`config.mk`:
```
export PLATFORM = sky130hd
export DESIGN_NAME = interrupt_controller_flat
export DESIGN_NICKNAME = d
export VERILOG_FILES = /design/src/rtl/interrupt_controller_if.sv /design/src/rtl/interrupt_controller.sv /design/src/flat_wrapper.sv
export SDC_FILE = /design/constraint.sdc
export NUM_CORES = 1
export LEC_CHECK = 0
export CAP_MARGIN = 40
export CORE_ASPECT_RATIO = 2
export CORE_UTILIZATION = 48
export CTS_CLUSTER_SIZE = 20
export DETAILED_ROUTE_END_ITERATION = 6
export GPL_ROUTABILITY_DRIVEN = 1
export PLACE_DENSITY_LB_ADDON = 0.3
export SKIP_CTS_REPAIR_TIMING = 1
export SLEW_MARGIN = 30
export SYNTH_ARGS = -nofsm -noshare
export SYNTH_HDL_FRONTEND = slang
export SYNTH_SLANG_ARGS = --single-unit
export TNS_END_PERCENT = 5
```
`constraint.sdc`:
```
create_clock -name clk -period 4.7 [get_ports clk]
set_input_delay 0.94 -clock clk [delete_from_list [all_inputs] [get_ports clk]]
set_output_delay 0.94 -clock clk [all_outputs]
set_load 0.1 [all_outputs]
```
`src/rtl/interrupt_controller_if.sv`:
```
// interrupt_controller_if: register bus, IME controls and CPU dispatch handshake of the interrupt controller
interface interrupt_controller_if;
  logic        cpu_en;
  logic [4:0]  irq_in;
  logic        reg_select;
  logic [7:0]  wdata;
  logic        write;
  logic [7:0]  rdata;
  logic        ei;
  logic        di;
  logic        reti;
  logic        instr_boundary;
  logic        int_req;
  logic        int_ack;
  logic [15:0] vector;
  logic        vector_valid;
  logic        wake;
  modport slave (
    input  cpu_en, irq_in, reg_select, wdata, write, ei, di, reti, instr_boundary, int_ack,
    output rdata, int_req, vector, vector_valid, wake
  );
  modport master (
    output cpu_en, irq_in, reg_select, wdata, write, ei, di, reti, instr_boundary, int_ack,
    input  rdata, int_req, vector, vector_valid, wake
  );
endinterface

```
`src/rtl/interrupt_controller.sv`:
```
// interrupt_controller: IF/IE latching, IME control and the 5-M-cycle CPU dispatch sequence
module interrupt_controller (
  input logic             clk,
  input logic             reset,
  interrupt_controller_if.slave bus
);
  typedef enum logic [2:0] {IDLE, D1, D2, D3, D4, D5} state_t;
  state_t      state;
  logic [4:0]  irq_flag;
  logic [7:0]  ie;
  logic        ime;
  logic        ime_pending;
  logic [4:0]  pend;
  logic [4:0]  lowest;
  logic [4:0]  next_flag;
  logic [2:0]  n;
  logic        accept;
  assign pend = irq_flag & ie[4:0];
  assign lowest = pend & (~pend + 5'd1);
  assign n = {lowest[4], lowest[3] | lowest[2], lowest[3] | lowest[1]};
  assign accept = bus.cpu_en & bus.int_ack & bus.int_req;
  assign bus.int_req = ime & (|pend) & (state == IDLE);
  assign bus.wake = |pend;
  assign bus.rdata = bus.reg_select ? ie : {3'b111, irq_flag};
  // write, then dispatch clear, then new requests, so a pulse always survives
  always_comb
    next_flag = ((bus.write & ~bus.reg_select ? bus.wdata[4:0] : irq_flag) &
                 ~(state == D3 ? lowest : 5'd0)) | bus.irq_in;
  always_ff @(posedge clk or negedge reset) begin
    if (!reset) begin
      state <= IDLE;
      irq_flag <= '0;
      ie <= '0;
      ime <= 1'b0;
      ime_pending <= 1'b0;
      bus.vector <= '0;
      bus.vector_valid <= 1'b0;
    end else if (bus.cpu_en) begin
      irq_flag <= next_flag;
      if (bus.write & bus.reg_select) ie <= bus.wdata;
      if (accept | bus.di) begin
        ime <= 1'b0;
        ime_pending <= 1'b0;
      end else begin
        ime <= ime | bus.reti | (ime_pending & bus.instr_boundary);
        ime_pending <= bus.ei | (ime_pending & ~bus.instr_boundary);
      end
      if (state == D3) bus.vector <= |pend ? {8'h00, 2'b01, n, 3'b000} : 16'h0000;
      bus.vector_valid <= state == D4;
      state <= accept ? D1 : (state == IDLE || state == D5) ? IDLE : state_t'(state + 3'd1);
    end
  end
endmodule

```
`src/flat_wrapper.sv`:
```
// flat-port wrapper written by rule: the top's interface ports become plain ports
module interrupt_controller_flat 
  (clk, reset, bus_cpu_en, bus_irq_in, bus_reg_select, bus_wdata, bus_write, bus_ei, bus_di, bus_reti, bus_instr_boundary, bus_int_ack, bus_rdata, bus_int_req, bus_vector, bus_vector_valid, bus_wake);
  interrupt_controller_if bus_i ();
  input logic clk;
  input logic reset;
  input wire logic [$bits(bus_i.cpu_en)-1:0] bus_cpu_en;
  input wire logic [$bits(bus_i.irq_in)-1:0] bus_irq_in;
  input wire logic [$bits(bus_i.reg_select)-1:0] bus_reg_select;
  input wire logic [$bits(bus_i.wdata)-1:0] bus_wdata;
  input wire logic [$bits(bus_i.write)-1:0] bus_write;
  input wire logic [$bits(bus_i.ei)-1:0] bus_ei;
  input wire logic [$bits(bus_i.di)-1:0] bus_di;
  input wire logic [$bits(bus_i.reti)-1:0] bus_reti;
  input wire logic [$bits(bus_i.instr_boundary)-1:0] bus_instr_boundary;
  input wire logic [$bits(bus_i.int_ack)-1:0] bus_int_ack;
  output wire logic [$bits(bus_i.rdata)-1:0] bus_rdata;
  output wire logic [$bits(bus_i.int_req)-1:0] bus_int_req;
  output wire logic [$bits(bus_i.vector)-1:0] bus_vector;
  output wire logic [$bits(bus_i.vector_valid)-1:0] bus_vector_valid;
  output wire logic [$bits(bus_i.wake)-1:0] bus_wake;
  assign bus_i.cpu_en = bus_cpu_en;
  assign bus_i.irq_in = bus_irq_in;
  assign bus_i.reg_select = bus_reg_select;
  assign bus_i.wdata = bus_wdata;
  assign bus_i.write = bus_write;
  assign bus_i.ei = bus_ei;
  assign bus_i.di = bus_di;
  assign bus_i.reti = bus_reti;
  assign bus_i.instr_boundary = bus_instr_boundary;
  assign bus_i.int_ack = bus_int_ack;
  assign bus_rdata = bus_i.rdata;
  assign bus_int_req = bus_i.int_req;
  assign bus_vector = bus_i.vector;
  assign bus_vector_valid = bus_i.vector_valid;
  assign bus_wake = bus_i.wake;
  interrupt_controller u_core (.clk(clk), .reset(reset), .bus(bus_i));
endmodule
```
# Word level (Yosys, flattened, before mapping)
# Index checks and enable logic that the tools add are counted.
# Widths: inputs -> output; s select.
# totals
out_inout_bits	27
latchBits	0
word_cells	47
rom_bits	0
ff_bits	35
inputBits	23
n_memories	0
ramBits	0
# classes
reduce_logical	5
bitwise	22
n_eq_ne	3
order_cmp	0
n_shift	0
n_mux	8
div_mod_pow	0
n_mul	0
n_addsub	2
# op_table
cell	count
$and 5x5->5	3
$mux 5	2
$not 5->5	2
$and 1x1->1	8
$mux 8	1
$mux 7	1
$eq 3x3->1 const B	2
$mux 3	2
$or 1x1->1	6
$add 5x1->5 const B	1
$or 5x5->5	1
$reduce_or 5->1	1
$reduce_and 2->1	2
$add 3x1->3 const B	1
$eq 3x2->1 const B	1
$logic_not 3->1	1
$mux 1	2
$not 1->1	2
$logic_or 1x1->1	1

# Longest topological paths before layout
# Gate-level depths: netlist of run 1.
# depth
depth_word	8
depth_mapped	6
depth_no_buf	5

# Least setup slack after synthesis of run 1
# Ideal clock, no wire load.
# synth_timing
path_type	input -> output
start	in bus_reg_select
end	out bus_rdata[0]
path_buffers	1
slack_ns	0.488
required_ns	3.760
t_arrival_ns	3.272
cell_stages	2
cell_sequence	buf_1 o21ai_0
# synth_between
elab_chain_cells	1
# synth_lines
item	line_no	rtl
start, declared	flat_wrapper.sv:9	input wire logic [$bits(bus_i.reg_select)-1:0] bus_reg_select;
$mux 8	interrupt_controller.sv:24	assign bus.rdata = bus.reg_select ? ie : {3'b111, irq_flag};
end, declared	flat_wrapper.sv:17	output wire logic [$bits(bus_i.rdata)-1:0] bus_rdata;
# No other way between the ends.

# Worst setup path in the final report of run 1
# layout_timing
start	in bus_reg_select
end	out bus_rdata[2]
# Same word-level chain as after synthesis.

==> qor.yml, run 1 <==
relSlewSlack_pct: 48.0
numCtsBuffers: 3
initial_core_util_pct: 50.3
crit_start: "bus_reg_select"
drt-total-wl_mm: 3.24
fin_crit_sh_pct: 70.3
ys.flop_type: "dfrtp_1"
path_max_fanout: 14
hp-class: "flop to flop"
root_buffer: "clkbuf_8"
clk_latency_ps: 260
synth.largest_area_cell: "dfrtp_1"
critPathKind: "input port to output port"
reg2reg_from: "u_core.state[0]"
finalSetupTns_ps: 0
track_usage_pct: 23.2
clk_pin_slew_ps: 90
slowest_delay_ps: 800
port_buffers: 37
crit_path_end_kind: "output port"
areaGrowthSynthToFinish_pct: 34.0
io_pins: 50
fin_util_pct: 67.4
grt_pass1_vias: 1148
vias: 1205
drc: 0
vdd_drop_max_mv: 0.353
antenna_found_initial: 0
crit_buf_inv: 2
cp_slowest_cell: "clkdlybuf4s50_1"
cp.arrival_ps: 2360
htreeDepth: 1
cts_tree: "done"
cts_buffer_depth: 2
synth_edf_count: 0
status: "complete, no violations"
crit_required_ps: 3760
p_per_area_nw_per_um2: 540
synth-seq-cells: 23
reg2reg_slack_ps: 3080
start_kind: "input port"
min_period_ps: 3300
rsz0062_at_grt: "false"
cts.sinks: 23
syn_inst: 140
die_w_um: 39.8
finClkSkew_ps: 5.55
cp_cell_sequence: "clkdlybuf4s50_1, mux2_2, buf_4"
final_max_slew_viol_count: 0
synth.area.top_cells: "dfrtp_1 42%, mux2_2 8.2%, buf_4 6.6%, ha_1 3.6%, nand2_1 3.5%"
synth_area_per_cell_sq_um: 9.82
avgViaCountPerCell: 5.68
ant_nets: 0
grt_overflow: 0
fp.dieH_um: 77.7
first_pass_iters: 4
fin_nets: 211
finalHoldViolCount: 0
core_area_sq_um: 2740
async_reset_ff_share_pct: 100
finalWeightedCongestion: 0.765
ys_types: 40
drive_gt1_share_pct: 17.5
p_leak_nw: 0.799
worst_pin_slew_ps: 777
dieArea_sq_um: 3100
hold_ws_ps: 484
grt_pass1_wl_mm: 5.26
stdcell_area_sq_um: 1840
drt_iter0_drc: 18
synthesis.area_sq_um: 1380
grt_max_degree: 24
placed_area_sq_um: 1800
finalSetupViolCount: 0
wire_per_inst_um: 15.3
critPathTopFamily: "buffers and inverters"
finalPower_w: 0.000996
rows: 27
synth_top_area_share_pct: 41.9
fmax_mhz: 303
antennaDiodeCount: 0
yosysWarnings: 0
cap_violations: 0
min-delay-start: "u_core.bus.vector[3]"
ys_seq_area_share_pct: 41.9
hpwl_mm: 2.46
power breakdown:
part	leakage (nW)	total, W	switching [W]	internal (W)
clock network	0.0255	0.000122	0.0000632	0.0000590
registers	0.273	0.000286	0.0000421	0.000244
logic	0.501	0.000587	0.000390	0.000197
total	0.799	0.000996	0.000496	0.000500
per-stage QoR:
| step | worst slack (ps) | instances |
|---|---|---|
| final | 1400 | 212 |
| after global routing | 1360 | 212 |
| after CTS | 1400 | 212 |
| after detailed placement | 1420 | 208 |
| after global placement | 1430 | 201 |
| after floorplan | 488 | 151 |
routing by layer:
layer	up-vias	part of all wire [%]	GRT usage (%)
li1	569	-	-
met3	2	3.9	2.00
met4	0	0.71	5.52
met5	-	0	0
met2	39	57	39.8
met1	595	38	29.5
final cells by class:
class                   count  area [sq um]
multi-input cells         104           704
clock inverters             1          5.00
flip-flops and latches     23           576
inverters                   8          30.0
clock buffers               3          41.3
well taps                  29          36.3
fillers                   225           893
repair buffers             44           450
worst reg2reg max path: cells and delay by family, from the launching register on:
family | cells | cell delay, ps
AO/OA/AOI/OAI | 2 | 440
adder cells (fa/ha/maj) | 2 | 520
flip-flops | 1 | 420
AND/OR/NAND/NOR | 1 | 110
cells in the final DEF, fill, tap and decap left out, types with 2 or more instances in the layout:
cell type	n
and2_1	4
nor2_1	3
clkbuf_8	3
a21oi_1	5
a22o_1	2
nor2b_1	2
nand2b_1	6
buf_8	7
nand3_1	7
clkdlybuf4s50_1	28
nor4_1	2
inv_1	8
o21ai_0	9
dfrtp_1	23
mux2i_1	2
nand2_1	13
conb_1	12
ha_1	4
o31ai_1	2
a2bb2oi_1	2
nand3b_1	2
mux2_2	10
buf_4	8
sequential cells by signal, summed over array words and instances, names as in the netlist:
register,cells
u_core.bus.vector_valid,1
u_core.irq_flag,5
u_core.ime,1
u_core.ime_pending,1
u_core.ie,8
u_core.bus.vector,4
u_core.state,3
path summary, 6_finish.rpt:
kind / cells past startpoint / to
max in group asynchronous: 1 / u_core.ie[2]
min in group asynchronous: 1 / u_core.irq_flag[3]
worst min register to register: 2 / u_core.bus.vector[3]
worst max register to register: 5 / u_core.irq_flag[4]
worst max-delay path: 3 / bus_rdata[2]
worst min-delay path: 2 / u_core.bus.vector[3]
cell usage after synthesis (2+ instances only):
| master | instances |
|---|---|
| nor2_1 | 3 |
| a22o_1 | 2 |
| nand2_1 | 13 |
| nor2b_1 | 2 |
| a2bb2oi_1 | 2 |
| mux2i_1 | 2 |
| nor4_1 | 2 |
| nand2b_1 | 6 |
| mux2_2 | 10 |
| nand3b_1 | 2 |
| ha_1 | 4 |
| a21oi_1 | 5 |
| clkbuf_1 | 2 |
| buf_4 | 12 |
| nand3_1 | 7 |
| inv_1 | 8 |
| and2_1 | 4 |
| o21ai_0 | 9 |
| o31ai_1 | 2 |
| dfrtp_1 | 23 |
logic make-up after synthesis:
group	count (synthesis)	share of synthesized area, %
compound gates	35	19.3
fa+ha+maj	4	3.64
buf+inv	24	9.92
flops	23	41.9
mux	12	9.65
other cells	1	0.273
simple gates	41	15.4
(Power assumes the default switching activity.)
==> inputs of run 2 (changes only) <==
CORE_UTILIZATION = 44   (was 48)
clock period = 3.3 ns   (was 4.7 ns; I/O delays follow)
==> run 2 against run 1 <==
- critical path depth unchanged
- combinational power up 29%
- clock skew decreased by 1.3 ps
- global-route usage fell by 3.5 points
- worst hold slack worse by 1.4 ps
- flip-flop and latch count unchanged
- largest power group unchanged
==> qor.yml, run 2 (synthesis gave the netlist of run 1 again) <==
status: "complete, no violations"  # unchanged
placed_area_sq_um: 1760  # was 1800 sq um
hp-class: "flop to flop"  # unchanged
clkPwrFrac_pct: 13.4  # was 12.3%
dieArea_sq_um: 3370  # was 3100 sq um
vias: 1120  # was 1,205
root_buffer: "clkbuf_8"  # unchanged
pwr-share-seq_pct: 30.3  # was 28.8%
vdd_drop_max_mv: 0.508  # was 0.353 mV
avgViaCountPerCell: 5.38  # was 5.68
core_area_sq_um: 2980  # was 2740 sq um
start_kind: "input port"  # unchanged
wire_per_inst_um: 14.9  # was 15.3 um
final_common_cell: "dfrtp_1"  # was clkdlybuf4s50_1
worst_pin_slew_ps: 498  # was 777 ps
crit_path_end_kind: "output port"  # unchanged
crit_required_ps: 2640  # was 3760 ps
p_per_area_nw_per_um2: 747  # was 540 nW/um^2
port_buffers: 37  # unchanged
drc: 0  # unchanged
initial_core_util_pct: 46.2  # was 50.3%
p_leak_nw: 0.791  # was 0.799 nW
rows: 28  # was 27
critPathKind: "input port to output port"  # unchanged
antenna_found_initial: 0  # unchanged
fillers: 260  # was 225
areaGrowthSynthToFinish_pct: 31.2  # was 34.0%
first_pass_iters: 4  # unchanged
grt_pass1_wl_mm: 5.01  # was 5.26 mm
fin_crit_sh_pct: 81.9
track_usage_pct: 19.7  # was 23.2%
netSwitchingPower_w: 0.000696  # was 0.000496 W
hpwl_mm: 2.40  # was 2.46 mm
drt_iter0_drc: 23  # was 18
finalSetupViolCount: 0  # unchanged
largestRegisters: "u_core.ie x8, u_core.irq_flag x5, u_core.bus.vector x4"  # unchanged
cp.arrival_ps: 2040  # was 2360 ps
clk_latency_ps: 280  # was 260 ps
antennaDiodeCount: 0  # unchanged
finalWeightedCongestion: 0.815  # was 0.765
cp_slowest_cell: "clkdlybuf4s50_1"  # unchanged
finClkSkew_ps: 4.25  # was 5.55 ps
fin_nets: 206  # was 211
grt_max_degree: 24  # unchanged
ant_nets: 0  # unchanged
final_cell_mix: "23 x dfrtp_1, 22 x clkdlybuf4s50_1, 13 x nand2_1, 12 x conb_1, 12 x buf_4"  # was 28 x clkdlybuf4s50_1, 23 x dfrtp_1, 13 x nand2_1, 12 x conb_1, 10 x mux2_2
die_w_um: 41.5  # was 39.8 um
cp_cell_sequence: "clkdlybuf4s50_1, mux2_2, buf_12"  # was clkdlybuf4s50_1, mux2_2, buf_4
crit_buf_inv: 2  # unchanged
numCtsBuffers: 3  # unchanged
relSlewSlack_pct: 66.7  # was 48.0%
final_max_slew_viol_count: 0  # unchanged
cts_buffer_depth: 2  # unchanged
largest_reg_flops: 8  # unchanged
io_pins: 50  # unchanged
stdcell_area_sq_um: 1800  # was 1840 sq um
finalPower_w: 0.00135  # was 0.000996 W
cts_tree: "done"  # unchanged
grt_pass1_vias: 1085  # was 1,148
min_period_ps: 2700
cap_violations: 0  # unchanged
drt-total-wl_mm: 3.09  # was 3.24 mm
critPathTopFamily: "buffers and inverters"  # unchanged
clk_pin_slew_ps: 80  # was 90 ps
fp.dieH_um: 81.1  # was 77.7 um
htreeDepth: 1  # unchanged
rsz0062_at_grt: "false"  # unchanged
largest-register: "u_core.ie"  # unchanged
cts.sinks: 23  # unchanged
slowest_delay_ps: 780  # was 800 ps
power_frac_comb_pct: 56.3  # was 59.0%
drive_gt1_share_pct: 18.5  # was 17.5%
grt_overflow: 0  # unchanged
p_sw_share_pct: 51.6  # was 49.8%
p_int_w: 0.000652  # was 0.000500 W
finalHoldViolCount: 0  # unchanged
fmax_mhz: 370
path_max_fanout: 14  # unchanged
run 2: path summary, 6_finish.rpt:
kind | startpoint | endpoint | slack, ps | depth (start not counted)
worst max-delay path | bus_reg_select | bus_rdata[1] | 600 | 3
worst max register to register | u_core.state[0] | u_core.irq_flag[4] | 1680 | 5
max in group asynchronous | reset | u_core.ie[2] | 2340 | 2
worst min register to register | u_core.bus.vector[3] | u_core.bus.vector[3] | 480 | 2
min in group asynchronous | reset | u_core.ie[3] | 740 | 2
worst min-delay path | u_core.bus.vector[3] | u_core.bus.vector[3] | 480 | 2
run 2: metrics by stage:
step / utilization [%] / instances / TNS [ps] / setup WS, ps / hold WS (ps)
2_1_floorplan: - / 151 / -344 / -344 / 364
3_3_place_gp: 59.0 / 204 / 0 / 609 / 470
3_5_place_dp: 59.0 / 204 / 0 / 606 / 472
4_1_cts: 60.6 / 208 / 0 / 603 / 492
5_1_grt: 60.6 / 208 / 0 / 546 / 516
6_report: 60.6 / 208 / 0 / 598 / 482
run 2: per-layer routing:
metal	part of all wire (%)	global-route usage (%)	vias up
met5	0	0	-
met4	2.4	11.3	0
met3	3.4	1.56	5
met2	57	36.3	32
met1	37	21.6	528
li1	-	-	555
run 2: cell type report:
| cell class | count | area (sq um) | area share, % |
|---|---|---|---|
| Tap cell | 30 | 37.5 | 2.08 |
| Inverter | 8 | 30.0 | 1.66 |
| Sequential cell | 23 | 576 | 31.9 |
| Clock inverter | 1 | 5.00 | 0.277 |
| Clock buffer | 3 | 41.3 | 2.29 |
| Timing Repair Buffer | 39 | 410 | 22.7 |
| Multi-Input combinational cell | 104 | 704 | 39.0 |
run 2: power groups by stage:
stage | sequential (W) | combinational [W] | clock, W
after detailed placement | 0.000415 | 0.000760 | 0
after floorplan | 0.000552 | 0.000441 | 0
after global placement | 0.000408 | 0.000746 | 0
after global routing | 0.000418 | 0.000802 | 0.000197
after CTS | 0.000409 | 0.000763 | 0.000185
final | 0.000408 | 0.000759 | 0.000181
run 2: worst min-delay path, delay by kind of cell (launching register included):
family           cells  cell delay, ps
AND/OR/NAND/NOR      1              50
flip-flops           1             350
AO/OA/AOI/OAI        1              50
==> inputs of run 3 (changes only) <==
clock period = 2.77 ns   (was 3.3 ns; I/O delays follow)
==> run 3 against run 2 <==
- total power up 22%
- clock power up 18%
- global-route usage up 1.1 points
- worst hold slack better by 15 ps
- final cell count unchanged
- combinational power up 24%
- die area unchanged
==> qor.yml, run 3 (synthesis gave the netlist of run 1 again) <==
status: "complete, no violations"  # unchanged
p_per_area_nw_per_um2: 887  # was 747 nW/um^2
slowest_delay_ps: 790  # was 780 ps
worst_pin_slew_ps: 518  # was 498 ps
vdd_drop_max_mv: 0.590  # was 0.508 mV
largestRegisters: "u_core.ie x8, u_core.irq_flag x5, u_core.bus.vector x4"  # unchanged
root_buffer: "clkbuf_8"  # unchanged
crit_required_ps: 2220  # was 2640 ps
io_pins: 50  # unchanged
crit_path_end_kind: "output port"  # unchanged
cp.arrival_ps: 1950  # was 2040 ps
finClkSkew_ps: 1.55  # was 4.25 ps
htreeDepth: 1  # unchanged
ant_nets: 0  # unchanged
cp_cell_sequence: "clkdlybuf4s50_1, mux2_2, buf_12"  # unchanged
clk_latency_ps: 270  # was 280 ps
finalSetupViolCount: 0  # unchanged
dp_cells: 204  # unchanged
rr_worst_depth: 5  # unchanged
hp-class: "flop to flop"  # unchanged
p_leak_nw: 0.808  # was 0.791 nW
cp_slowest_cell: "clkdlybuf4s50_1"  # unchanged
vias: 1156  # was 1,120
drt-total-wl_mm: 3.15  # was 3.09 mm
p_sw_share_pct: 50.8  # was 51.6%
first_pass_iters: 4  # unchanged
track_usage_pct: 20.8  # was 19.7%
hpwl_mm: 2.44  # was 2.40 mm
finalHoldViolCount: 0  # unchanged
port_buffers: 37  # unchanged
drc: 0  # unchanged
rows: 28  # unchanged
netSwitchingPower_w: 0.000834  # was 0.000696 W
critPathKind: "input port to output port"  # unchanged
power_frac_comb_pct: 57.4  # was 56.3%
cts_tree: "done"  # unchanged
grt_pass1_wl_mm: 5.36  # was 5.01 mm
avgViaCountPerCell: 5.56  # was 5.38
clkPwrFrac_pct: 13.0  # was 13.4%
start_kind: "input port"  # unchanged
grt_pass1_vias: 1193  # was 1,085
drive_gt1_share_pct: 18.0  # was 18.5%
largest_reg_flops: 8  # unchanged
clk_pin_slew_ps: 80  # about the same
fp.dieH_um: 81.1  # unchanged
final_common_cell: "dfrtp_1"  # unchanged
initial_core_util_pct: 46.2  # unchanged
largest-register: "u_core.ie"  # unchanged
hold_depth: 2  # unchanged
hold_ws_ps: 497  # was 482 ps
areaGrowthSynthToFinish_pct: 34.8  # was 31.2%
wire_per_inst_um: 15.2  # was 14.9 um
antennaDiodeCount: 0  # unchanged
fmax_mhz: 400
relSlewSlack_pct: 65.3  # was 66.7%
fin_crit_sh_pct: 90.2
dieArea_sq_um: 3370  # unchanged
fillers: 254  # was 260
cts_buffer_depth: 2  # unchanged
fin_nets: 206  # unchanged
finalWeightedCongestion: 0.803  # was 0.815
final_cell_mix: "23 x dfrtp_1, 22 x clkdlybuf4s50_1, 13 x nand2_1, 12 x conb_1, 10 x mux2_2"  # was 23 x dfrtp_1, 22 x clkdlybuf4s50_1, 13 x nand2_1, 12 x conb_1, 12 x buf_4
core_area_sq_um: 2980  # unchanged
p_int_w: 0.000809  # was 0.000652 W
pwr-share-seq_pct: 29.6  # was 30.3%
drt_iter0_drc: 31  # was 23
numCtsBuffers: 3  # unchanged
antenna_found_initial: 0  # unchanged
cap_violations: 0  # unchanged
rsz0062_at_grt: "false"  # unchanged
final_max_slew_viol_count: 0  # unchanged
path_max_fanout: 14  # unchanged
min_period_ps: 2500
final.setup.worst_slack_ps: 270  # was 598 ps
layout.cells.non_filler: 208  # unchanged
die_w_um: 41.5  # unchanged
grt_max_degree: 24  # unchanged
grt_overflow: 0  # unchanged
place_worst_setup_slack_ps: 261  # was 606 ps
cts.sinks: 23  # unchanged
-- run 3: per-layer routing --
metal / vias to the layer above / global-route usage, % / share of wire [%]
met5: - / 0 / 0
met4: 0 / 10.0 / 1.6
met3: 4 / 2.44 / 3.4
met2: 35 / 39.5 / 57
met1: 557 / 22.1 / 38
li1: 560 / - / -
-- run 3: final timing paths --
check                                          start              endpoint  slack [ps]
worst min register to register  u_core.bus.vector[4]  u_core.bus.vector[4]         500
max in group asynchronous                      reset          u_core.ie[0]        1900
worst max register to register       u_core.state[0]    u_core.irq_flag[4]        1150
worst min-delay path            u_core.bus.vector[4]  u_core.bus.vector[4]         500
worst max-delay path                  bus_reg_select          bus_rdata[2]         270
min in group asynchronous                      reset  u_core.bus.vector[4]         640
-- run 3: stage by stage --
step | util (%) | power (W) | setup TNS, ps | area [sq um]
2_1_floorplan | - | 0.00118 | -662 | 1420
3_3_place_gp | 60.7 | 0.00141 | 0 | 1810
3_5_place_dp | 60.7 | 0.00144 | 0 | 1810
4_1_cts | 62.2 | 0.00165 | 0 | 1850
5_1_grt | 62.2 | 0.00172 | 0 | 1850
6_report | 62.2 | 0.00164 | 0 | 1850
-- run 3: area by class of cell --
type                            count  area [sq um]  area share (%)
Timing Repair Buffer               39           460            24.8
Multi-Input combinational cell    104           704            38.0
Tap cell                           30          37.5            2.03
Clock buffer                        4          45.0            2.43
Inverter                            8          30.0            1.62
Sequential cell                    23           576            31.1
-- run 3: power groups by stage --
stage | combinational (W) | clock, W | sequential (W)
after floorplan | 0.000526 | 0 | 0.000657
after global placement | 0.000926 | 0 | 0.000486
after detailed placement | 0.000944 | 0 | 0.000494
after CTS | 0.000947 | 0.000214 | 0.000487
after global routing | 0.000994 | 0.000228 | 0.000498
final | 0.000942 | 0.000214 | 0.000486
-- run 3: critical path: cells and delay by family --
family   cells  cell delay [ps]
buf+inv      2              960
mux          1              420
